$ cat src/rtl/sprite_blitter.sv
// Sprite blitter: walks an SPR_W x SPR_H sprite ROM and emits clipped screen pixels.
// Optional colour-key transparency via `define SPRITE_BLITTER_TRANSPARENCY_EN.
module sprite_blitter #(
    parameter int WIDTH_X = 8,
    parameter int WIDTH_Y = 7,
    parameter int SCREEN_X = 160,
    parameter int SCREEN_Y = 120,
    parameter int SPR_W = 10,
    parameter int SPR_H = 10,
    parameter int SPR_AW = 7,
    parameter logic [2:0] TRANSPARENT_COLOR = 3'b000
) (
    input  logic               clk,
    input  logic               reset,
    input  logic               start,
    input  logic [WIDTH_X-1:0] pos_x,
    input  logic [WIDTH_Y-1:0] pos_y,
    output logic [SPR_AW-1:0]  rom_addr,
    input  logic [2:0]         rom_color,
    output logic [WIDTH_X-1:0] vga_x,
    output logic [WIDTH_Y-1:0] vga_y,
    output logic [2:0]         vga_color,
    output logic               vga_plot,
    output logic               busy,
    output logic               done
);
    localparam int N  = SPR_W * SPR_H;
    localparam int IW = (SPR_W > 1) ? $clog2(SPR_W) : 1;
    localparam int JW = (SPR_H > 1) ? $clog2(SPR_H) : 1;
    localparam int CW = $clog2(N + 1);
    localparam logic [IW-1:0] I_LAST = IW'(SPR_W - 1);
    localparam logic [CW-1:0] C_LAST = CW'(N - 1);
    localparam logic [WIDTH_X:0] SX = (WIDTH_X + 1)'(SCREEN_X);
    localparam logic [WIDTH_Y:0] SY = (WIDTH_Y + 1)'(SCREEN_Y);

    typedef enum logic [1:0] {IDLE, RUN, LAST} state_t;

    state_t             state;
    logic [IW-1:0]      i;
    logic [JW-1:0]      j;
    logic [CW-1:0]      cnt;
    logic [WIDTH_X-1:0] px_q;
    logic [WIDTH_Y-1:0] py_q;
    logic               plot_q;
    logic [WIDTH_X:0]   sum_x;
    logic [WIDTH_Y:0]   sum_y;
    logic               key_hit;

    // One extra bit so off-screen sums never wrap back into view.
    assign sum_x = {1'b0, px_q} + (WIDTH_X + 1)'(i);
    assign sum_y = {1'b0, py_q} + (WIDTH_Y + 1)'(j);

    assign rom_addr  = (state == RUN) ? SPR_AW'(int'(i) + int'(j) * SPR_W) : '0;
    assign vga_color = rom_color;
    assign key_hit   = (rom_color == TRANSPARENT_COLOR);

`ifdef SPRITE_BLITTER_TRANSPARENCY_EN
    assign vga_plot = plot_q && !key_hit;
`else
    // Key match folds away to plot_q; every unclipped pixel is drawn.
    assign vga_plot = plot_q | (plot_q & key_hit);
`endif

    always_ff @(posedge clk) begin
        if (reset) begin
            state  <= IDLE;
            i      <= '0;
            j      <= '0;
            cnt    <= '0;
            px_q   <= '0;
            py_q   <= '0;
            vga_x  <= '0;
            vga_y  <= '0;
            plot_q <= 1'b0;
            busy   <= 1'b0;
            done   <= 1'b0;
        end else begin
            plot_q <= 1'b0;
            done   <= 1'b0;
            case (state)
                IDLE: begin
                    if (start) begin
                        state <= RUN;
                        px_q  <= pos_x;
                        py_q  <= pos_y;
                        i     <= '0;
                        j     <= '0;
                        cnt   <= '0;
                        busy  <= 1'b1;
                    end
                end
                RUN: begin
                    vga_x  <= sum_x[WIDTH_X-1:0];
                    vga_y  <= sum_y[WIDTH_Y-1:0];
                    plot_q <= (sum_x < SX) && (sum_y < SY);
                    cnt    <= cnt + 1'b1;
                    if (i == I_LAST) begin
                        i <= '0;
                        j <= j + 1'b1;
                    end else begin
                        i <= i + 1'b1;
                    end
                    if (cnt == C_LAST) begin
                        state <= LAST;
                        done  <= 1'b1;
                    end
                end
                LAST: begin
                    state <= IDLE;
                    busy  <= 1'b0;
                end
                default: begin
                    state <= IDLE;
                    busy  <= 1'b0;
                end
            endcase
        end
    end
endmodule

$ cat config.mk
export PLATFORM = sky130hd
export DESIGN_NAME = sprite_blitter
export DESIGN_NICKNAME = d
export VERILOG_FILES = /design/src/rtl/sprite_blitter.sv
export SDC_FILE = /design/constraint.sdc
export NUM_CORES = 1
export LEC_CHECK = 0
export CORE_ASPECT_RATIO = 0.7
export CORE_MARGIN = 2
export CORE_UTILIZATION = 50
export CTS_CLUSTER_DIAMETER = 120
export DETAILED_ROUTE_END_ITERATION = 7
export PLACE_DENSITY_LB_ADDON = 0.1
export SYNTH_ARGS = -nofsm -noshare
export SYNTH_HDL_FRONTEND = slang
export SYNTH_SLANG_ARGS = --single-unit
$ cat constraint.sdc
create_clock -name clk -period 5.6 [get_ports clk]
set_input_delay 1.12 -clock clk [delete_from_list [all_inputs] [get_ports clk]]
set_output_delay 1.12 -clock clk [all_outputs]
set_load 0.05 [all_outputs]
==> results of run 1 <==
-- cell families after synthesis --
kind of cell,count (synthesis),synth area share (%)
AND/OR/NAND/NOR,125,22.2
AO/OA/AOI/OAI,69,16.2
buffers and inverters,24,4.34
flip-flops,50,39.4
adder cells (fa/ha/maj),22,12.0
XOR/XNOR,17,5.86
-- metrics by stage --
stage               hold slack [ns]  utilization, %  total power (W)
floorplan                     0.440               -         0.000474
global placement              0.439            61.7         0.000508
detailed placement            0.447            61.7         0.000509
CTS                           0.459            63.6         0.000724
global route                  0.482            63.6         0.000754
finish                        0.456            63.6         0.000719
-- critical path: stages, from the launching register on --
cell	delay, ns
sky130_fd_sc_hd__dfxtp_1	0.54
sky130_fd_sc_hd__ha_1	0.30
sky130_fd_sc_hd__ha_1	0.21
sky130_fd_sc_hd__fa_1	0.52
sky130_fd_sc_hd__nand2_1	0.06
sky130_fd_sc_hd__nor2_1	0.11
sky130_fd_sc_hd__xnor2_1	0.07
sky130_fd_sc_hd__nor2_1	0.09
sky130_fd_sc_hd__clkdlybuf4s50_1	0.82
-- synthesized netlist by cell type --
cell | n | area share (%)
sky130_fd_sc_hd__a31oi_1 | 1 | 0.25
sky130_fd_sc_hd__nor3_1 | 4 | 0.79
sky130_fd_sc_hd__nand3_1 | 8 | 1.6
sky130_fd_sc_hd__a21oi_1 | 42 | 8.3
sky130_fd_sc_hd__dfxtp_1 | 50 | 39
sky130_fd_sc_hd__nor2_1 | 32 | 4.7
sky130_fd_sc_hd__nor4b_1 | 1 | 0.34
sky130_fd_sc_hd__or3b_1 | 1 | 0.34
sky130_fd_sc_hd__or2_2 | 3 | 0.74
sky130_fd_sc_hd__a21o_1 | 2 | 0.59
sky130_fd_sc_hd__and2_1 | 4 | 0.99
sky130_fd_sc_hd__nand2_1 | 55 | 8.1
sky130_fd_sc_hd__nor3b_2 | 1 | 0.49
sky130_fd_sc_hd__buf_1 | 2 | 0.30
sky130_fd_sc_hd__buf_4 | 4 | 1.2
sky130_fd_sc_hd__o21ai_0 | 3 | 0.59
sky130_fd_sc_hd__a311oi_1 | 1 | 0.34
sky130_fd_sc_hd__o21ai_2 | 1 | 0.34
sky130_fd_sc_hd__nor2b_1 | 3 | 0.74
sky130_fd_sc_hd__a41oi_1 | 1 | 0.34
sky130_fd_sc_hd__fa_1 | 4 | 3.2
sky130_fd_sc_hd__o22ai_1 | 1 | 0.25
sky130_fd_sc_hd__o211ai_1 | 2 | 0.59
sky130_fd_sc_hd__o311a_1 | 1 | 0.39
sky130_fd_sc_hd__a221oi_1 | 1 | 0.34
sky130_fd_sc_hd__nor3b_1 | 1 | 0.30
sky130_fd_sc_hd__a211oi_1 | 9 | 2.7
sky130_fd_sc_hd__o21bai_1 | 1 | 0.30
sky130_fd_sc_hd__or3_1 | 2 | 0.49
sky130_fd_sc_hd__nand2b_1 | 4 | 0.99
sky130_fd_sc_hd__inv_1 | 6 | 0.89
sky130_fd_sc_hd__nand3b_1 | 1 | 0.30
sky130_fd_sc_hd__xor2_1 | 8 | 2.8
sky130_fd_sc_hd__ha_1 | 18 | 8.9
sky130_fd_sc_hd__o21a_1 | 1 | 0.30
sky130_fd_sc_hd__xnor2_1 | 9 | 3.1
sky130_fd_sc_hd__a22oi_1 | 1 | 0.30
sky130_fd_sc_hd__clkbuf_1 | 8 | 1.2
sky130_fd_sc_hd__nand4_1 | 5 | 1.2
sky130_fd_sc_hd__buf_2 | 4 | 0.79
sky130_fd_sc_hd__a31o_2 | 1 | 0.34
-- flip-flops by register name (all words and copies together), names as in the netlist --
signal,count
vga_y,7
py_q,7
busy,1
plot_q,1
cnt,7
px_q,8
state,2
i,4
done,1
j,4
vga_x,8
-- power groups by stage --
stage	combinational, W	clock [W]	sequential (W)
4_1_cts	0.000118	0.000222	0.000383
3_3_place_gp	0.000116	0	0.000391
5_1_grt	0.000129	0.000239	0.000386
3_5_place_dp	0.000118	0	0.000392
6_report	0.000118	0.000218	0.000383
2_1_floorplan	0.0000623	0	0.000412
-- metal layers --
metal / share of wire, % / track usage [%] / wire (um)
met5: 0 / 0 / 0
met4: 1.0 / 5.04 / 55
met3: 4.7 / 4.19 / 256
met2: 46 / 33.8 / 2500
met1: 49 / 29.6 / 2670
-- worst max path at each step --
stage,endpoint,depth (start not counted)
after floorplan,rom_addr[6],7
after global placement,rom_addr[6],8
after detailed placement,rom_addr[6],8
after CTS,rom_addr[6],8
after global routing,rom_addr[6],8
final,rom_addr[6],8
-- area by class of cell --
cell class,instances,area share (%)
clock buffers,7,2.81
clock inverters,1,0.163
inverters,6,0.732
multi-input cells,233,46.5
flip-flops and latches,50,32.5
well taps,69,2.81
repair buffers,45,14.4
==> out/qor_table.md, run 1 <==
| Step | Item | Reported |
|---|---|---|
| status | Result of the run | finished clean |
| pwr | Clk pwr share | 30.3% |
| pwr | Switching Fraction | 28.3% |
| synthesis | Nets in the synthesized netlist | 350 |
| timing | Rel. slew slack | 44.5% |
| worst hold path | Hold-critical path depth | 2 |
| placed design | Post-detailed-placement half-perimeter wirelength | 3830 um |
| worst hold path | Worst hold start | vga_y[0] |
| timing | Final period utilization | 74.3% |
| timing | Min Tclk post-route | 4.16 ns |
| worst hold path | Classification of the worst-slack hold path | register to register |
| critical path | Crit-path max FO | 8 |
| clock tree | Worst-case clock buffer depth | 2 |
| synthesis | Seq cells post-synth | 50 |
| floorplan | Die outline area | 5670 um^2 |
| timing | Setup violations, final | 0 |
| final layout | Number of fill cells in the layout | 478 |
| critical path | Endpoint of the most critical register-to-register path | plot_q |
| synthesis | Yosys Warn Count | 0 |
| routing | Routed WL | 5490 um |
| grt | First-pass GRT wire length | 9520 um |
| critical path | Reg2Reg Launch Point | i[0] |
| floorplan | IO Pins | 49 |
| pwr | Sw Pwr | 0.000203 W |
| final layout | # diodes | 0 |
| placed design | Count of buffers from port buffering | 42 |
| routing | Antenna violation net count after detailed routing | 0 |
| pwr | Internal power consumption | 0.000515 W |
| clock tree | Clock root buffer | sky130_fd_sc_hd__clkbuf_8 |
| final layout | Signed area change from the synthesized netlist to the final layout | 21.1% |
| flow run | Maximum capacitance violations | 0 |
| final layout | Nets | 384 |
| floorplan | Height of the die | 63.6 um |
| critical path | Critical path launch point type | register |
| routing | Router iterations before antenna repair | 4 |
| routing | DRC violations left | 0 |
| critical path | Endpoint class of the critical path | primary output |
| pwr | Power per standard cell area | 234 nW/um^2 |
| placed design | Standard cell area after detailed placement | 2980 um^2 |
| timing | Unrepaired setup endpoints after global routing | false |
| clock tree | Clock tree from TritonCTS | done |
| synthesis | Number of library cell types mapped by synthesis | 41 |
| critical path | Depth of the worst register-to-register path | 8 |
| routing | Average routed wire per standard cell | 13.3 um |
| final layout | Share of post-route cells with drive strength above 1 | 4.97% |
| routing | Total number of vias | 2201 |
| worst hold path | Worst Hold Path EP | vga_y[0] |
| grt | Gr ovfl total | 0 |
| synthesis | Syn Inst Count | 307 |
| floorplan | Die Span X | 89.2 um |
| grt | Pin count of the biggest net entering global routing | 49 |
| clock tree | Cells resized by post-CTS repair | 0 |
| critical path | Crit path DAT | 3.04 ns |
| timing | Endpoints failing hold | 0 |
| clock tree | Number of levels the H-tree was split into | 2 |
| grt | Total Routing Usage GR | 21.2% |
| floorplan | Number of core rows | 21 |
| clock tree | Quantity of hold-fixing buffers added after cts | 0 |
| placed design | Number of placed cells counting well taps | 403 |
| final layout | Footprint of the flip-flops and latches | 1000 um^2 |
| timing | Pin slew with the least headroom to its limit | 0.833 ns |
| grt | Number of global-route vias before repair | 2042 |
| final layout | Leading cell types in the layout, fill and taps excluded | sky130_fd_sc_hd__nand2_1 (55), sky130_fd_sc_hd__dfxtp_1 (50), sky130_fd_sc_hd__a21oi_1 (42), sky130_fd_sc_hd__clkdlybuf4s50_1 (42), sky130_fd_sc_hd__nor2_1 (32) |
| critical path | Launching instance or port of the critical path | j[1] |
| final layout | Area taken by multi-input logic gates | 1430 um^2 |
| placed design | Placer Congestion | 0.789 |
| timing | Least setup slack across all paths after layout | 1.44 ns |
| clock tree | Number of sinks handled by clock tree synthesis | 50 |
| critical path | Category of the critical setup timing path | register to primary output |
| timing | Max Clock Freq | 240 MHz |
| pwr | Combinational power share | 16.3% |
| floorplan | Core ar. | 4830 um^2 |
| routing | DRC violation total after the first TritonRoute iteration | 98 |
| synthesis | Syn_area_per_cell | 8.27 um^2 |
| clock tree | Clock-pin slew reported for the worst setup and hold paths after clock tree synthesis | 0.08 ns |
| final layout | Post-route cell area | 3080 um^2 |
| critical path | Reg2reg setup slack | 3.40 ns |
| final layout | Filler-free cell count of the finished design | 411 |
| grt | Initial antenna violation count | 0 |
| pwr | Register share of total power | 53.3% |
| synthesis | Share of synthesized area occupied by flip-flops and latches | 39.4% |
| pwr | VDD IR-drop max | 159 uV |
| final layout | Most common cell after layout, fill and taps aside | sky130_fd_sc_hd__nand2_1 |
| timing | Slew Limit Fails | 0 |
| clock tree | Clock insertion delay at the later pin of the skew report | 0.31 ns |
| clock tree | TritonCTS Buffers | 5 |
| critical path | Required time of the worst setup path | 4.48 ns |
| timing | Post-route clock skew | 0.0119 ns |
| timing | Setup TNS Final | 0 ns |
| placed design | Post-Place Worst Slack | 1.77 ns |
| floorplan | Initial standard-cell utilization of the core | 52.5% |
| clock tree | Setup bufs post-CTS | 0 |
| synthesis | Combined area of all synthesized cells | 2540 um^2 |
| pwr | Leakage power of the design | 1.19 nW |
| routing | Average via count per standard cell | 5.36 |
No activity file was read; power rests on OpenSTA's default activity.
==> run 2: changes to the inputs <==
CORE_UTILIZATION = 47   (was 50)
clock period = 3.8 ns   (was 5.6 ns; I/O delays follow)
==> run 2 against run 1 <==
Register-to-register slack worse by 1.8 ns. First-iteration DRC count unchanged. Cell count up 1.2%. Global-route usage down 1.2 points. Sequential share of layout area down 0.41 points. Combinational power up 50%. Worst hold slack better by 0.0033 ns. Wire length up 2.9%. Total power up 56%. Via count down 1.6%. Critical endpoint is now rom_addr[5]. Non-clock buffer count up 2.
==> out/qor_table.md, run 2 (synthesis gave the netlist of run 1 again) <==
| Step | Item | Reported | Change |
|---|---|---|---|
| status | Result of the run | finished clean |  |
| clock tree | Clock insertion delay at the later pin of the skew report | 0.31 ns | about the same |
| floorplan | Die outline area | 6020 um^2 | +6.0% |
| floorplan | Die Span X | 91.9 um | +3.0% |
| pwr | Power per standard cell area | 361 nW/um^2 | +54% |
| pwr | Leakage power of the design | 1.20 nW | +1.1% |
| critical path | Crit path DAT | 2.86 ns | -0.18 ns |
| floorplan | IO Pins | 49 | unchanged |
| clock tree | Number of levels the H-tree was split into | 2 | unchanged |
| clock tree | TritonCTS Buffers | 5 | unchanged |
| flow run | Maximum capacitance violations | 0 | unchanged |
| clock tree | Clock tree from TritonCTS | done |  |
| clock tree | Quantity of hold-fixing buffers added after cts | 0 | unchanged |
| clock tree | Worst-case clock buffer depth | 2 | unchanged |
| clock tree | Number of sinks handled by clock tree synthesis | 50 | unchanged |
| timing | Unrepaired setup endpoints after global routing | false |  |
| placed design | Post-Place Worst Slack | 0.518 ns | -1.25 ns |
| routing | Router iterations before antenna repair | 4 | unchanged |
| routing | Total number of vias | 2166 | -1.6% |
| timing | Final period utilization | 95.2% |  |
| routing | DRC violations left | 0 | unchanged |
| routing | Average via count per standard cell | 5.21 | -2.8% |
| final layout | Nets | 386 | +0.52% |
| grt | Pin count of the biggest net entering global routing | 48 | -2.0% |
| critical path | Endpoint class of the critical path | primary output |  |
| critical path | Reg2reg setup slack | 1.56 ns | -1.84 ns |
| final layout | Largest registers | px_q x8, vga_x x8 |  |
| timing | Worst hold-check slack | 0.459 ns | +0.00330 ns |
| timing | Slew Limit Fails | 0 | unchanged |
| timing | Setup violations, final | 0 | unchanged |
| final layout | Signed area change from the synthesized netlist to the final layout | 22.6% |  |
| clock tree | Setup bufs post-CTS | 0 | unchanged |
| placed design | Placer Congestion | 0.783 | -0.84% |
| grt | Initial antenna violation count | 0 | unchanged |
| floorplan | Core ar. | 5230 um^2 | +8.2% |
| critical path | Critical path launch point type | register |  |
| grt | Number of global-route vias before repair | 2054 | +0.59% |
| timing | Least setup slack across all paths after layout | 0.181 ns | -1.26 ns |
| timing | Post-route clock skew | 0.00689 ns | -0.00502 ns |
| grt | Gr ovfl total | 0 | unchanged |
| timing | Pin slew with the least headroom to its limit | 0.512 ns | -0.321 ns |
| critical path | Crit-path max FO | 8 | unchanged |
| grt | Total Routing Usage GR | 20.1% | -1.2 points |
| floorplan | Number of core rows | 22 | +4.8% |
| routing | DRC violation total after the first TritonRoute iteration | 98 | unchanged |
| pwr | Overall power | 0.00112 W | +56% |
| final layout | Post-route cell area | 3110 um^2 | +1.3% |
| timing | Setup TNS Final | 0 ns | unchanged |
| final layout | # diodes | 0 | unchanged |
| timing | Max Clock Freq | 276 MHz |  |
| routing | Routed WL | 5650 um | +2.9% |
| clock tree | Cells resized by post-CTS repair | 0 | unchanged |
| critical path | Category of the critical setup timing path | register to primary output |  |
| placed design | Count of buffers from port buffering | 42 | unchanged |
| timing | Rel. slew slack | 65.8% | +21 points |
| floorplan | Initial standard-cell utilization of the core | 48.6% | -4.0 points |
| clock tree | Clock root buffer | sky130_fd_sc_hd__clkbuf_8 |  |
| routing | Antenna violation net count after detailed routing | 0 | unchanged |
| placed design | Post-detailed-placement half-perimeter wirelength | 3990 um | +4.4% |
| timing | Min Tclk post-route | 3.62 ns |  |
| pwr | VDD IR-drop max | 175 uV | +10% |
| timing | Endpoints failing hold | 0 | unchanged |
| worst hold path | Classification of the worst-slack hold path | register to register |  |
| critical path | Required time of the worst setup path | 3.04 ns | -1.44 ns |
| grt | First-pass GRT wire length | 9520 um | unchanged |
| routing | Average routed wire per standard cell | 13.6 um | +1.7% |
| final layout | Leading cell types in the layout, fill and taps excluded | sky130_fd_sc_hd__nand2_1 (55), sky130_fd_sc_hd__dfxtp_1 (50), sky130_fd_sc_hd__a21oi_1 (42) |  |
| final layout | Most common cell after layout, fill and taps aside | sky130_fd_sc_hd__nand2_1 |  |
| clock tree | Clock-pin slew reported for the worst setup and hold paths after clock tree synthesis | 0.09 ns | about the same |
| floorplan | Height of the die | 65.5 um | +2.9% |
| placed design | Standard cell area after detailed placement | 3000 um^2 | +0.55% |
| final layout | Share of post-route cells with drive strength above 1 | 6.10% | +1.1 points |
## run 2: changes by cell type in the layout (fill, tap and decap cells not counted), sizes merged
cell	previous run	this run
buf	3	6
clkinvlp	0	2
clkbuf	7	5
bufinv	0	1
clkdlybuf4s50	42	41
clkinv	1	0
## run 2: cell type report
cell class              instances  area, um^2
clock buffers                   5        68.8
clock inverters                 3        45.0
fillers                       496        2120
inverters                       6        22.5
multi-input cells             233        1430
flip-flops and latches         50        1000
well taps                      72        90.1
repair buffers                 47         455
## run 2: final timing paths
check | from | endpoint | depth (start not counted)
setup / recovery | j[1] | rom_addr[5] | 6
setup reg to reg | i[0] | plot_q | 8
hold reg to reg | vga_y[0] | vga_y[0] | 2
hold / removal | vga_y[0] | vga_y[0] | 2
## run 2: metrics by stage
stage          util, %  cells
6_report          59.5    416
2_1_floorplan        -    307
4_1_cts           59.5    416
3_3_place_gp      57.4    408
5_1_grt           59.5    416
3_5_place_dp      57.4    408
## run 2: power breakdown
group          switching [W]  internal, W
sequential         0.0000179     0.000547
clock               0.000185     0.000196
combinational       0.000109    0.0000672
## run 2: layer usage
metal,global-route usage (%),wire length (um),vias to the layer above
met2,31.5,2480,42
met4,4.48,45,0
met3,4.24,244,6
met1,28.6,2870,1000
li1,-,-,1118
met5,0,0,-
## run 2: critical path: stages (launching register included)
cell and delay, ns:
sky130_fd_sc_hd__dfxtp_1 0.54, sky130_fd_sc_hd__ha_1 0.30, sky130_fd_sc_hd__ha_1 0.21, sky130_fd_sc_hd__fa_1 0.47, sky130_fd_sc_hd__xnor2_1 0.15, sky130_fd_sc_hd__nor2_1 0.09, sky130_fd_sc_hd__clkdlybuf4s50_1 0.81
